<file path="src/rtl/iiitb_rtc_disp.sv">
`default_nettype none
// +------------------------------------------------------------------+
// | iiitb_rtc_disp : 6-digit multiplexed seven-segment scanner for    |
// |                  HH.MM.SS with per-frame snapshot and guard cycles |
// | Rev 1.0                                                            |
// +------------------------------------------------------------------+
module iiitb_rtc_disp #(
  parameter int REFRESH_DIV    = 8,
  parameter int BLANK_CYCLES   = 2,
  parameter bit BLANK_LEADING  = 1'b1,
  parameter bit SEG_ACTIVE_LOW = 1'b1,
  parameter bit AN_ACTIVE_LOW  = 1'b1
) (
  input  logic       clk,
  input  logic       rst,
  input  logic [3:0] hrm,
  input  logic [3:0] hrl,
  input  logic [3:0] minm,
  input  logic [3:0] minl,
  input  logic [3:0] secm,
  input  logic [3:0] secl,
  output logic [6:0] seg,
  output logic       dp,
  output logic [5:0] an
);

  typedef enum logic [0:0] {ST_BLANK = 1'b0, ST_DRIVE = 1'b1} state_e;

  localparam logic [15:0] C_SLOT_LAST = 16'(REFRESH_DIV - 1);
  localparam logic [15:0] C_BLANK_END = 16'(BLANK_CYCLES - 1);
  localparam logic [5:0]  C_AN_LEFT   = 6'b100000;

  state_e      state_q;
  logic [15:0] slot_cnt_q, slot_cnt_d;
  logic [2:0]  idx_q, idx_d;
  logic [3:0]  snap_q [6];
  logic [5:0]  an_q;
  logic [6:0]  seg_q;
  logic        dp_q;

  logic        w_slot_wrap;
  logic        w_frame_start;
  logic        w_lead_blank;
  logic        w_dp_slot;
  logic [3:0]  w_digit;
  logic [6:0]  w_seg_dec;
  logic [5:0]  w_an_dec;

  assign w_slot_wrap   = (slot_cnt_q == C_SLOT_LAST);
  assign w_frame_start = (slot_cnt_q == 16'd0) && (idx_q == 3'd0);
  assign w_digit       = snap_q[idx_q];
  assign w_lead_blank  = BLANK_LEADING && (idx_q == 3'd0) && (w_digit == 4'd0);
  assign w_dp_slot     = ((idx_q == 3'd1) || (idx_q == 3'd3)) && !snap_q[5][0];
  assign w_an_dec      = C_AN_LEFT >> idx_q;

  assign slot_cnt_d = w_slot_wrap ? 16'd0 : slot_cnt_q + 16'd1;
  assign idx_d      = !w_slot_wrap ? idx_q : (idx_q == 3'd5) ? 3'd0 : idx_q + 3'd1;

  always_comb begin
    w_seg_dec = 7'h40;
    case (w_digit)
      4'd0: w_seg_dec = 7'h3F;
      4'd1: w_seg_dec = 7'h06;
      4'd2: w_seg_dec = 7'h5B;
      4'd3: w_seg_dec = 7'h4F;
      4'd4: w_seg_dec = 7'h66;
      4'd5: w_seg_dec = 7'h6D;
      4'd6: w_seg_dec = 7'h7D;
      4'd7: w_seg_dec = 7'h07;
      4'd8: w_seg_dec = 7'h7F;
      4'd9: w_seg_dec = 7'h6F;
      default: w_seg_dec = 7'h40;
    endcase
  end

  always_ff @(posedge clk or negedge rst) begin
    if (!rst) begin
      slot_cnt_q <= 16'd0;
      idx_q      <= 3'd0;
      state_q    <= ST_BLANK;
      for (int i = 0; i < 6; i++) snap_q[i] <= 4'd0;
      an_q       <= 6'd0;
      seg_q      <= 7'd0;
      dp_q       <= 1'b0;
    end else begin
      slot_cnt_q <= slot_cnt_d;
      idx_q      <= idx_d;
      if (w_frame_start) begin
        snap_q[0] <= hrm;
        snap_q[1] <= hrl;
        snap_q[2] <= minm;
        snap_q[3] <= minl;
        snap_q[4] <= secm;
        snap_q[5] <= secl;
      end
      // state flips one edge ahead so DRIVE coincides with slot_cnt >= BLANK_CYCLES
      case (state_q)
        ST_BLANK: if (slot_cnt_q == C_BLANK_END) state_q <= ST_DRIVE;
        ST_DRIVE: if (w_slot_wrap) state_q <= ST_BLANK;
        default:  state_q <= ST_BLANK;
      endcase
      if (state_q == ST_DRIVE && !w_lead_blank) begin
        an_q  <= w_an_dec;
        seg_q <= w_seg_dec;
        dp_q  <= w_dp_slot;
      end else begin
        an_q  <= 6'd0;
        seg_q <= 7'd0;
        dp_q  <= 1'b0;
      end
    end
  end

  assign an  = AN_ACTIVE_LOW  ? ~an_q  : an_q;
  assign seg = SEG_ACTIVE_LOW ? ~seg_q : seg_q;
  assign dp  = SEG_ACTIVE_LOW ? ~dp_q  : dp_q;

endmodule
`default_nettype wire

</file>
<file path="config.mk">
export PLATFORM = sky130hd
export DESIGN_NAME = iiitb_rtc_disp
export DESIGN_NICKNAME = d
export VERILOG_FILES = /design/src/rtl/iiitb_rtc_disp.sv
export SDC_FILE = /design/constraint.sdc
export NUM_CORES = 1
export LEC_CHECK = 0
export ABC_CLOCK_PERIOD_IN_PS = 2600
export CORE_ASPECT_RATIO = 1.5
export CORE_MARGIN = 8
export CORE_UTILIZATION = 49
export CTS_BUF_LIST = sky130_fd_sc_hd__clkbuf_8 sky130_fd_sc_hd__clkbuf_16
export DETAILED_ROUTE_END_ITERATION = 10
export HOLD_SLACK_MARGIN = 0.15
export PLACE_DENSITY = 0.73
export RECOVER_POWER = 50
export SLEW_MARGIN = 20
export SYNTH_ARGS = -nofsm -noshare
export SYNTH_HDL_FRONTEND = slang
export SYNTH_SLANG_ARGS = --single-unit
</file>
<file path="constraint.sdc">
create_clock -name clk -period 2.6 [get_ports clk]
set_clock_uncertainty 0.15 [all_clocks]
set_input_delay 0.52 -clock clk [delete_from_list [all_inputs] [get_ports clk]]
set_output_delay 0.52 -clock clk [all_outputs]
set_load 0.05 [all_outputs]
</file>
==> impl_metrics.tcl, run 1 <==
set metrics [dict create \
    slew_headroom_pct 9.00 \
    dr.first_iter.drc_count 133 \
    setup_ws_ps 202 \
    arrival_ps 2450 \
    ys_async_sr_fraction_pct 100 \
    fin_nets 316 \
    grt_usage_pct 13.0 \
    cap_violations 0 \
    finish.instance_area_sq_mm 0.00354 \
    routed_wl_um 4980 \
    root_buffer "clkbuf_8" \
    remaining_drc_errors 0 \
    worstPathRequired_ps 2650 \
    syn-mean-instance-area_sq_um 12.1 \
    diodes 0 \
    synth_area_leaders "dfrtp_1, mux2_4, ha_1, inv_1, mux2_2" \
    path_max_fanout 6 \
    ir_drop_mv 0.358 \
    drive_gt1_share_pct 19.6 \
    post-route-period-util_pct 92.2 \
    place_area_sq_mm 0.00330 \
    r2r_setup_slack_ps 200 \
    overflow 0 \
    core_area_sq_mm 0.00574 \
    dp.cells 340 \
    grt_pass1_wl_um 8830 \
    cp-end-kind "flop" \
    numPortBuffers 39 \
    status "finished, final reports clean" \
    max-clock-path-buffers 2 \
    cts_tree "done" \
    antenna_found_initial 0 \
    synth.yosys.warnings 0 \
    synth.largest_area_cell "dfrtp_1" \
    clk-insertion-delay-late_ps 340 \
    die_h_um 110 \
    post-route-util_pct 61.6 \
    p_per_area_mw_per_mm2 568 \
    final_common_cell "dfrtp_1" \
    ys_types 40 \
    path_clk_slew_ps 60 \
    cts.sinks 58 \
    multi_input_area_sq_mm 0.00124 \
    layout_common_cells "dfrtp_1, clkdlybuf4s50_1, inv_1" \
    max_clock_freq_ghz 0.417 \
    start_util_pct 49.9 \
    synthCells 236 \
    final_cells 357 \
    holdPathStages 1 \
    worstSetupPathType "flop to flop" \
    cts_made_buffers 9 \
    post_cts_buffers 0 \
    place_hpwl_um 3620 \
    syn_to_final_growth_pct 23.4 \
    setup_viol 0 \
    routedWlPerCell_um 13.9 \
    gp_congestion 0.787 \
    netlist_area_sq_mm 0.00287 \
    r2r_cells 6 \
    vias_per_cell 5.20 \
    slew_viol_final 0 \
    dieArea_sq_mm 0.00860 \
    htree_levels 3 \
    rows 34 \
    power_leakage_nw 1.54 \
    seq_area_frac_synth_pct 50.7 \
    grt_max_degree 59 \
    syn-num-nets 272 \
    netlist.area_leader.share_pct 50.7 \
    setup.worst_path.start_class "flop" \
    grt_pass1_vias 1917 \
    drt_first_pass_iters 4 \
    ys_seq_elements 58 \
    antenna_left 0 \
    hold_class "flop to flop" \
    seqCellArea_sq_mm 0.00145 \
    rsz0062_at_grt "false" \
    vias 1856 \
    io-pin-count 40 \
    setup_tns_ps 0 \
    fin_crit_ps 2400 \
    hold_viol_final 0 \
    place_ws_ps 136 \
    ys.flop_type "dfrtp_1" \
    synth_edf_count 0 \
    die_x_um 78.4 \
    fill_cells 469 \
    worst_slew_pin_slew_ps 1360 \
]
cells by family after synthesis:
kind of cell | after synthesis | synth area share (%)
adder cells (fa/ha/maj) | 10 | 4.37
buffers and inverters | 34 | 6.33
AND/OR/NAND/NOR | 59 | 10.6
AO/OA/AOI/OAI | 24 | 5.81
flip-flops | 58 | 50.7
multiplexers | 36 | 17.7
XOR/XNOR | 15 | 4.59
synthesized netlist by cell type, types with 2 or more instances:
| library cell | n |
|---|---|
| xnor2_1 | 8 |
| nor3_1 | 4 |
| a31oi_1 | 3 |
| buf_6 | 2 |
| and2_1 | 2 |
| and3_1 | 2 |
| mux2_4 | 20 |
| nor2_1 | 14 |
| o21ai_0 | 8 |
| mux2_2 | 7 |
| and4_1 | 2 |
| mux4_2 | 3 |
| buf_2 | 2 |
| nor4_1 | 3 |
| xor2_1 | 7 |
| clkbuf_1 | 4 |
| dfrtp_1 | 58 |
| mux2i_1 | 6 |
| nand3_1 | 8 |
| nand2b_1 | 3 |
| a21oi_1 | 4 |
| inv_1 | 22 |
| nand2_1 | 12 |
| ha_1 | 10 |
| nand4_1 | 6 |
| buf_12 | 2 |
cell type report:
cell class,instances,share of cell area [%]
clock buffer,12,4.67
clock inverter,4,2.05
inverter,23,2.44
multi-input combinational,144,34.9
sequential,58,41.0
tap,72,2.55
timing repair buffer,44,12.3
metrics by stage:
stage	power [W]	hold WS [ps]
3_3_place_gp	0.00107	306
3_5_place_dp	0.00107	313
2_1_floorplan	0.00100	74.4
6_report	0.00201	325
5_1_grt	0.00209	336
4_1_cts	0.00203	324
routing by layer:
layer  wire [um]  vias up  GRT usage [%]
li1            -      893              -
met4         107        0           7.05
met5           0        -              0
met2        2440       59           20.5
met3         316        8           4.17
met1        2120      896           15.6
final timing paths:
kind / startpoint / endpoint
max: idx_q[0] / dp_q
min: slot_cnt_q[15] / slot_cnt_q[15]
max reg2reg: idx_q[0] / dp_q
min reg2reg: slot_cnt_q[15] / slot_cnt_q[15]
max in group asynchronous: rst / seg_q[1]
min in group asynchronous: rst / snap_q[17]
power by group:
part | leakage, nW | switching, W | internal (W) | total, W
logic | 0.673 | 0.0000467 | 0.0000730 | 0.000120
clock network | 0.119 | 0.000338 | 0.000616 | 0.000954
registers | 0.752 | 0.0000124 | 0.000922 | 0.000934
sequential cells by signal (all words and copies together) (netlist names):
register,count
idx_q,3
seg_q,7
snap_q,24
dp_q,1
slot_cnt_q,16
an_q,6
state_q,1
timing repair:
action,in CTS,in global routing
hold endpoints to repair,58,0
hold buffers,1,0
resized for setup,0,1
endpoints found under the setup margin,0,6
worst max-delay path, stage by stage, from the launching register on:
cell	delay, ps
dfrtp_1	460
mux4_2	540
a21oi_2	290
ha_1	250
nand3b_1	170
o21ai_2	310
a211oi_1	90
(Power assumes the default switching activity.)
==> inputs of run 2 (changes only) <==
--- a/config.mk
+++ b/config.mk
@@ -14,7 +14,6 @@
 export HOLD_SLACK_MARGIN = 0.15
 export PLACE_DENSITY = 0.73
 export RECOVER_POWER = 50
-export SLEW_MARGIN = 20
 export SYNTH_ARGS = -nofsm -noshare
 export SYNTH_HDL_FRONTEND = slang
 export SYNTH_SLANG_ARGS = --single-unit
==> results of run 2 <==
Same layout as run 1: the final DEF is identical, and so are final timing and power.
